$ cat src/rtl/uni_arb2.sv
// uni_arb2: two-master (IFU=m0, LSU=m1) to one-slave uni_if arbiter with stall watchdog.
// Optional: define UNI_ARB_RR_EN for round-robin tie-break in IDLE (default: m1 over m0).
module uni_arb2 #(
    parameter int ADDR_W  = 32,
    parameter int DATA_W  = 32,
    parameter int TIMEOUT = 1024
) (
    input  logic              clk,
    input  logic              rst_n,

    input  logic              m0_valid,
    output logic              m0_ready,
    input  logic              m0_reqtyp,
    input  logic [ADDR_W-1:0] m0_addr,
    input  logic [DATA_W-1:0] m0_wdata,
    output logic [DATA_W-1:0] m0_rdata,
    input  logic              m0_cachable,
    input  logic [1:0]        m0_size,

    input  logic              m1_valid,
    output logic              m1_ready,
    input  logic              m1_reqtyp,
    input  logic [ADDR_W-1:0] m1_addr,
    input  logic [DATA_W-1:0] m1_wdata,
    output logic [DATA_W-1:0] m1_rdata,
    input  logic              m1_cachable,
    input  logic [1:0]        m1_size,

    output logic              s_valid,
    input  logic              s_ready,
    output logic              s_reqtyp,
    output logic [ADDR_W-1:0] s_addr,
    output logic [DATA_W-1:0] s_wdata,
    input  logic [DATA_W-1:0] s_rdata,
    output logic              s_cachable,
    output logic [1:0]        s_size,

    output logic [1:0]        grant,
    output logic              timeout_err
);

    localparam logic [1:0] IDLE = 2'd0;
    localparam logic [1:0] OWN0 = 2'd1;
    localparam logic [1:0] OWN1 = 2'd2;

    localparam int CNT_W = $clog2(TIMEOUT + 1);
    localparam logic [CNT_W-1:0] WD_MAX  = CNT_W'(TIMEOUT);
    localparam logic [CNT_W-1:0] WD_LAST = CNT_W'(TIMEOUT - 1);

    logic [1:0]       state_q, state_d;
    logic             last_q, last_d;
    logic [CNT_W-1:0] wd_q, wd_d;
    logic             err_q, err_d;

    logic own0, own1;
    logic own_valid, oth_valid;
    logic done;
    logic pick1;

    assign own0 = (state_q == OWN0);
    assign own1 = (state_q == OWN1);

    assign own_valid = (own0 & m0_valid) | (own1 & m1_valid);
    assign oth_valid = (own0 & m1_valid) | (own1 & m0_valid);
    assign done      = own_valid & s_ready;

`ifdef UNI_ARB_RR_EN
    // last_q = 0 means m0 was served last, so m1 takes a tie
    assign pick1 = m1_valid & (~m0_valid | ~last_q);
`else
    assign pick1 = m1_valid;
`endif

    always_comb begin
        s_valid    = 1'b0;
        s_reqtyp   = 1'b0;
        s_addr     = '0;
        s_wdata    = '0;
        s_cachable = 1'b0;
        s_size     = 2'b00;
        if (own0) begin
            s_valid    = m0_valid;
            s_reqtyp   = m0_reqtyp;
            s_addr     = m0_addr;
            s_wdata    = m0_wdata;
            s_cachable = m0_cachable;
            s_size     = m0_size;
        end else if (own1) begin
            s_valid    = m1_valid;
            s_reqtyp   = m1_reqtyp;
            s_addr     = m1_addr;
            s_wdata    = m1_wdata;
            s_cachable = m1_cachable;
            s_size     = m1_size;
        end
    end

    assign m0_ready    = own0 & m0_valid & s_ready;
    assign m1_ready    = own1 & m1_valid & s_ready;
    assign m0_rdata    = s_rdata;
    assign m1_rdata    = s_rdata;
    assign grant       = {own1, own0};
    assign timeout_err = err_q;

    always_comb begin
        state_d = state_q;
        last_d  = last_q;
        wd_d    = wd_q;
        err_d   = err_q;
        case (state_q)
            IDLE: begin
                if (m0_valid | m1_valid) begin
                    state_d = pick1 ? OWN1 : OWN0;
                    wd_d    = '0;
                end
            end
            OWN0, OWN1: begin
                if (done) begin
                    // hand-off considers only the other master
                    last_d  = own1;
                    wd_d    = '0;
                    state_d = oth_valid ? (own0 ? OWN1 : OWN0) : IDLE;
                end else if (!own_valid) begin
                    state_d = IDLE;
                end else if (wd_q != WD_MAX) begin
                    wd_d = wd_q + CNT_W'(1);
                    if (wd_q == WD_LAST) begin
                        err_d = 1'b1;
                    end
                end
            end
            default: begin
                state_d = IDLE;
            end
        endcase
    end

    always_ff @(posedge clk) begin
        if (!rst_n) begin
            state_q <= IDLE;
            last_q  <= 1'b0;
            wd_q    <= '0;
            err_q   <= 1'b0;
        end else begin
            state_q <= state_d;
            last_q  <= last_d;
            wd_q    <= wd_d;
            err_q   <= err_d;
        end
    end

endmodule

$ cat config.mk
export PLATFORM = sky130hd
export DESIGN_NAME = uni_arb2
export DESIGN_NICKNAME = d
export VERILOG_FILES = /design/src/rtl/uni_arb2.sv
export SDC_FILE = /design/constraint.sdc
export NUM_CORES = 1
export LEC_CHECK = 0
export CELL_PAD_IN_SITES_DETAIL_PLACEMENT = 2
export CELL_PAD_IN_SITES_GLOBAL_PLACEMENT = 2
export CORE_MARGIN = 5
export CORE_UTILIZATION = 11
export DETAILED_ROUTE_END_ITERATION = 8
export PLACE_DENSITY = 0.93
export SLEW_MARGIN = 20
export SYNTH_ARGS = -nofsm -noshare
export SYNTH_HDL_FRONTEND = slang
export SYNTH_SLANG_ARGS = --single-unit
$ cat constraint.sdc
create_clock -name clk -period 3.6 [get_ports clk]
set_input_delay 0.72 -clock clk [delete_from_list [all_inputs] [get_ports clk]]
set_output_delay 0.72 -clock clk [all_outputs]
set_load 0.03 [all_outputs]
Yosys cells after proc, flatten, opt, wreduce, memory -nomap -nowiden
Cells that the tools add are included.
Word-level totals
  register bits after elaboration: 14
  bits in latches: 0
  memory bits (writable): 0
  ROM bits: 0
  input port bits: 173
  output and inout bits: 138
  logic and storage cells: 53
  memories: 0
Cells by class
  add/sub/neg operators: 1
  multipliers: 0
  div/mod/pow operators: 0
  $lt $le $gt $ge: 0
  equality and inequality tests: 8
  shift-type cells: 0
  multiplexer cells: 24
  bitwise logic cells: 11
  reduce and logical (&&, ||, !) cells: 6
Operators with widths (number)
  $mux 32: 4
  $mux 11: 4
  $pmux 11 s2: 1
  $mux 2: 8
  $add 11x1->11 const B: 1
  $eq 11x10->1 const B: 1
  $ne 11x11->1 const B: 1
  $ne 3x3->1 const B: 3
  $and 1x1->1: 7
  $mux 1: 6
  $reduce_and 5->1: 1
  $pmux 2 s2: 1
  $reduce_and 4->1: 1
  $or 1x1->1: 3
  $eq 2x1->1 const B: 1
  $eq 2x2->1 const B: 1
  $logic_not 2->1: 1
  $ne 2x2->1 const B: 1
  $reduce_and 2->1: 1
  $reduce_bool 2->1: 1
  $reduce_or 2->1: 1
  $not 1->1: 1

Depth between registers and ports, before layout
Gate-level depths: netlist (run 1).
  depth in word-level cells: 6
  gate-level depth with buffers: 7

Least setup slack after synthesis (run 1)
Ideal clock, no wire load.
  kind: register to output
  from: reg state_q[1]
  to: out s_valid
  arrival time: 1.700 ns
  required time: 2.880 ns
  setup slack: 1.180 ns
  cell stages (with the launch flop): 6
  buffers on the path: 2
  cells stage by stage: dfxtp_1 > inv_1 > ha_1 > buf_4 > clkbuf_1 > o21ai_0
RTL lines
  from (decl): RTL line 50  | logic [1:0] state_q, state_d;
  from (signal assigned): RTL line 145  | state_q <= state_d;
  $eq 2x1->1
  named net own0: RTL line 55  | logic own0, own1;
  $mux 1: RTL line 81  | if (own0) begin
  to (decl): RTL line 29  | output logic s_valid,
The timed path passes the listed nets, and every way through them passes these cells.

Worst setup path after layout (run 1)
  from: reg state_q[0]
  to: out s_wdata[4]
On the way
  cells in the longest elaborated chain, start to end: 3
RTL lines
  $eq 2x2->1
  $mux 32: RTL line 88  | end else if (own1) begin
  $mux 32 (*): RTL line 81
  to (decl): RTL line 33  | output logic [DATA_W-1:0] s_wdata,
Every way passes the cells marked *; elsewhere a longest branch is shown, timed or not.

==> impl_summary.txt, run 1 <==
----------------------------------------------------
[Worst setup path]
  Worst Setup Start Kind ... register
  Worst Path Arrival ... 2.61 ns
  Category of the most critical setup path ... reg -> out
  Critical path capture point type ... primary output
  Crit-path max FO ... 28
  CP required ... approximately 2.9 ns

[Route]
  Antenna violation net count after detailed routing ... 0
  Via density per instance ... 3.855
  Number of violations reported at the end of detailed-routing iteration 0 ... 80
  Detailed-router iteration count before antenna repair ... 4
  Total wire length ... between 10000 and 15000 um
  Average routed wire per standard cell ... 17.92 um
  DRC Markers ... 0
  Number of vias after detailed routing ... 2583

[Cells and area]
  Finished Cell Area ... 0.004200 mm^2
  Syn-to-layout area delta ... 95.40%
  Share of cells above drive strength 1 ... approximately 5.2%
  Total number of nets in the final design ... 586
  # diodes ... 0

[STA]
  Setup_tns ... 0 ns
  Min cycle time layout ... 3.329 ns
  Tightest slew margin relative to the limit ... 63.78%
  Final setup vio count ... 0
  Final cycle utilization of the critical path ... 92.47%
  Max-slew violation count ... 0
  Setup skew after layout ... 0.006036 ns
  Highest Clock Rate ... 300.4 MHz
  Worst-margin pin slew ... 0.5433 ns
  Setup repair after global routing missed its margin ... false
  Final Hold Vio Count ... 0

[Synth]
  Post-synthesis mux area share ... 0%
  Number of storage elements in the synthesis netlist ... 14
  Dominant synthesized flop cell ... sky130_fd_sc_hd__dfxtp_1
  Mapped Cells ... 266
  Post-synthesis compound-gate area fraction ... 41.44%
  Nets in the synthesized netlist ... between 400 and 500
  Fraction of synthesized cell area in xor and xnor cells ... 0%
  Number of flops mapped to enable cells by yosys ... 0
  Cell types with the highest counts after synthesis ... sky130_fd_sc_hd__a22o_1 (72), sky130_fd_sc_hd__buf_4 (67), sky130_fd_sc_hd__a31oi_1 (15), sky130_fd_sc_hd__dfxtp_1 (14)
  Async S/R FF share, synth ... 0%
  Synthesized-area fraction occupied by and/or/nand/nor cells ... 13.62%
  Dominant cells by area after synthesis ... sky130_fd_sc_hd__a22o_1 (29%), sky130_fd_sc_hd__buf_4 (23%), sky130_fd_sc_hd__dfxtp_1 (13%)
  Most frequent cell after synthesis ... sky130_fd_sc_hd__a22o_1
  Count of unique library cells instantiated by Yosys ... 37
  Synth top area share ... 29.34%
  Combined area of all synthesized cells ... 0.002150 mm^2
  Post-synthesis average cell area ... 8.081 um^2
  Dominant combinational cell family by area after synthesis ... compound AO/OA/AOI/OAI gates
  Post-synthesis share of cell area spent on full adders, half adders and majority gates ... roughly 4.1%
  Total of warnings raised by yosys ... 0
  Share of the yosys chip area belonging to registers ... 13.04%
  Leading area contributor after synthesis ... sky130_fd_sc_hd__a22o_1

[Run]
  MaxCap Viol Count ... 0

[CTS]
  Clock root cell ... sky130_fd_sc_hd__clkbuf_16
  Post-cts resize count ... 0
  Worst-case clock buffer depth ... 2
  Clock-pin slew of the registers on the worst-case setup and hold paths ... 0.05 ns
  Clock buffer count from CTS ... 3
  CTS sink count ... 14
  Number of levels in the clock H-tree ... 1
  Hold-fix buffers, CTS ... 0
  Post-CTS repair timing setup buffer count ... 0
  Later-pin clock latency in the skew report ... approximately 0.25 ns
  Clock tree from TritonCTS ... yes

[Placement]
  Count of input and output buffers ... 214
  Sum of net half-perimeters after detailed placement ... slightly above 10000 um
  Post-placement cell area ... 0.004111 mm^2
  Placer Congestion ... 0.7111

[Global routing]
  Via count of the first global-routing pass ... 2820
  Total overflow reported by the global router ... 0
  Global-route wire length before repair ... 16570 um
  Pin count of the biggest net entering global routing ... 50
  Overall Global Routing Usage ... 9.472%
  Antenna violations before repair ... 1

[Pwr]
  Pwr Density ... roughly 270 mW/mm^2
  Part of the power in registers ... 14.2%
  Leakage power of the design ... 1.505 nW
  Post-route total power ... approximately 1.1 mW
  P_sw ... 0.4432 mW
  Internal Power ... 0.6916 mW
  Sw Ratio ... between 30% and 40%
  Clk pwr share ... 21.1%
  Relative contribution of combinational cells to total power ... around 65%
  Max rail drop VDD ... about 0.12 mV

[Die]
  Width of the die ... 149.8 um
  Top-Level Pins ... between 300 and 400
  Core Rows ... 51
  Die outline height ... 149.8 um
  DIE AREA ... 0.02244 mm^2
  Area inside the core boundary ... 0.01933 mm^2
  Initial Utilization ... 11.12%

[Worst hold path]
  Path type of the worst min-delay path ... reg -> reg

[Outcome]
  Run status ... finished, final reports clean

----------------------------------------------------
## per-layer routing
metal  track usage (%)  routed length (um)  vias up
li1                  -                   -     1222
met4             3.980                 335        2
met2             16.81                6327      101
met5                 0                  17        -
met1             10.52                4296     1219
met3             2.816                1029       39
## flip-flops by register name, summed over array words and instances (netlist names)
name         count
wd_q            11
timeout_err      1
state_q          2
## kinds of logic after synthesis
kind of cell               after synthesis
AOI/OAI and AO/OA                      106
adders and majority gates                7
buffers and inverters                   91
DFF                                     14
and+or+nand+nor                         48
## area by class of cell
cell class | count | area [um^2]
repair buffers | 219 | 2192
flip-flops and latches | 14 | 280.3
fillers | 2222 | 15130
inverters | 7 | 26.28
well taps | 265 | 331.6
multi-input cells | 161 | 1281
clock buffers | 4 | 88.84
## critical path, cell delays in order, from the launching register on
cell and delay, ns:
sky130_fd_sc_hd__dfxtp_1 0.35, sky130_fd_sc_hd__inv_1 0.10, sky130_fd_sc_hd__ha_1 0.36, sky130_fd_sc_hd__nor2b_4 0.26, sky130_fd_sc_hd__buf_4 0.33, sky130_fd_sc_hd__a22o_1 0.25
sky130_fd_sc_hd__clkdlybuf4s50_1 0.71
## power groups by stage
stage / combinational (mW) / sequential (mW) / clock (mW)
final: 0.735 / 0.161 / 0.239
after global routing: 0.774 / 0.162 / 0.249
after floorplan: 0.496 / 0.163 / 0
after CTS: 0.745 / 0.161 / 0.242
after detailed placement: 0.742 / 0.164 / 0
after global placement: 0.730 / 0.164 / 0
## path summary, 6_finish.rpt
check / startpoint / to / slack [ns] / cells after the start
min reg2reg: wd_q[7] / wd_q[7] / 0.50 / 1
min: wd_q[7] / wd_q[7] / 0.50 / 1
max: state_q[0] / s_wdata[4] / 0.27 / 6
max reg2reg: state_q[0] / wd_q[2] / 1.30 / 6
## placed cells by master (no fill, tap or decap), drive strengths merged
cell type / instances
a21oi: 4
nand2: 14
a2bb2oi: 1
a21boi: 2
and4: 3
o32ai: 1
nand4: 4
a22o: 72
nor4b: 2
buf: 5
ha: 7
o22ai: 1
nor2: 6
a31oi: 15
nor3: 3
nor3b: 1
dfxtp: 14
nand4b: 1
nand3: 2
nor2b: 3
a41oi: 1
inv: 7
nand2b: 5
clkdlybuf4s50: 214
o21a: 1
and2: 1
o21ai: 5
a22oi: 3
clkbuf: 4
and3: 3
## metrics by stage
step / hold WS (ns) / util, % / worst slack (ns) / cells
final: 0.5016 / 21.72 / 0.2710 / 670
after global routing: 0.5155 / 21.72 / 0.04553 / 670
after CTS: 0.5030 / 21.72 / 0.1913 / 670
after detailed placement: 0.4932 / 21.26 / 0.4760 / 666
after global placement: 0.4765 / 21.26 / 0.4874 / 666
after floorplan: 0.4473 / - / 1.180 / 266
(Power assumes the default switching activity.)
==> inputs of run 2 (changes only) <==
SKIP_LAST_GASP = 1   (was not set)
==> results of run 2 <==
No change in the layout: final DEF, timing and power equal those of run 1.
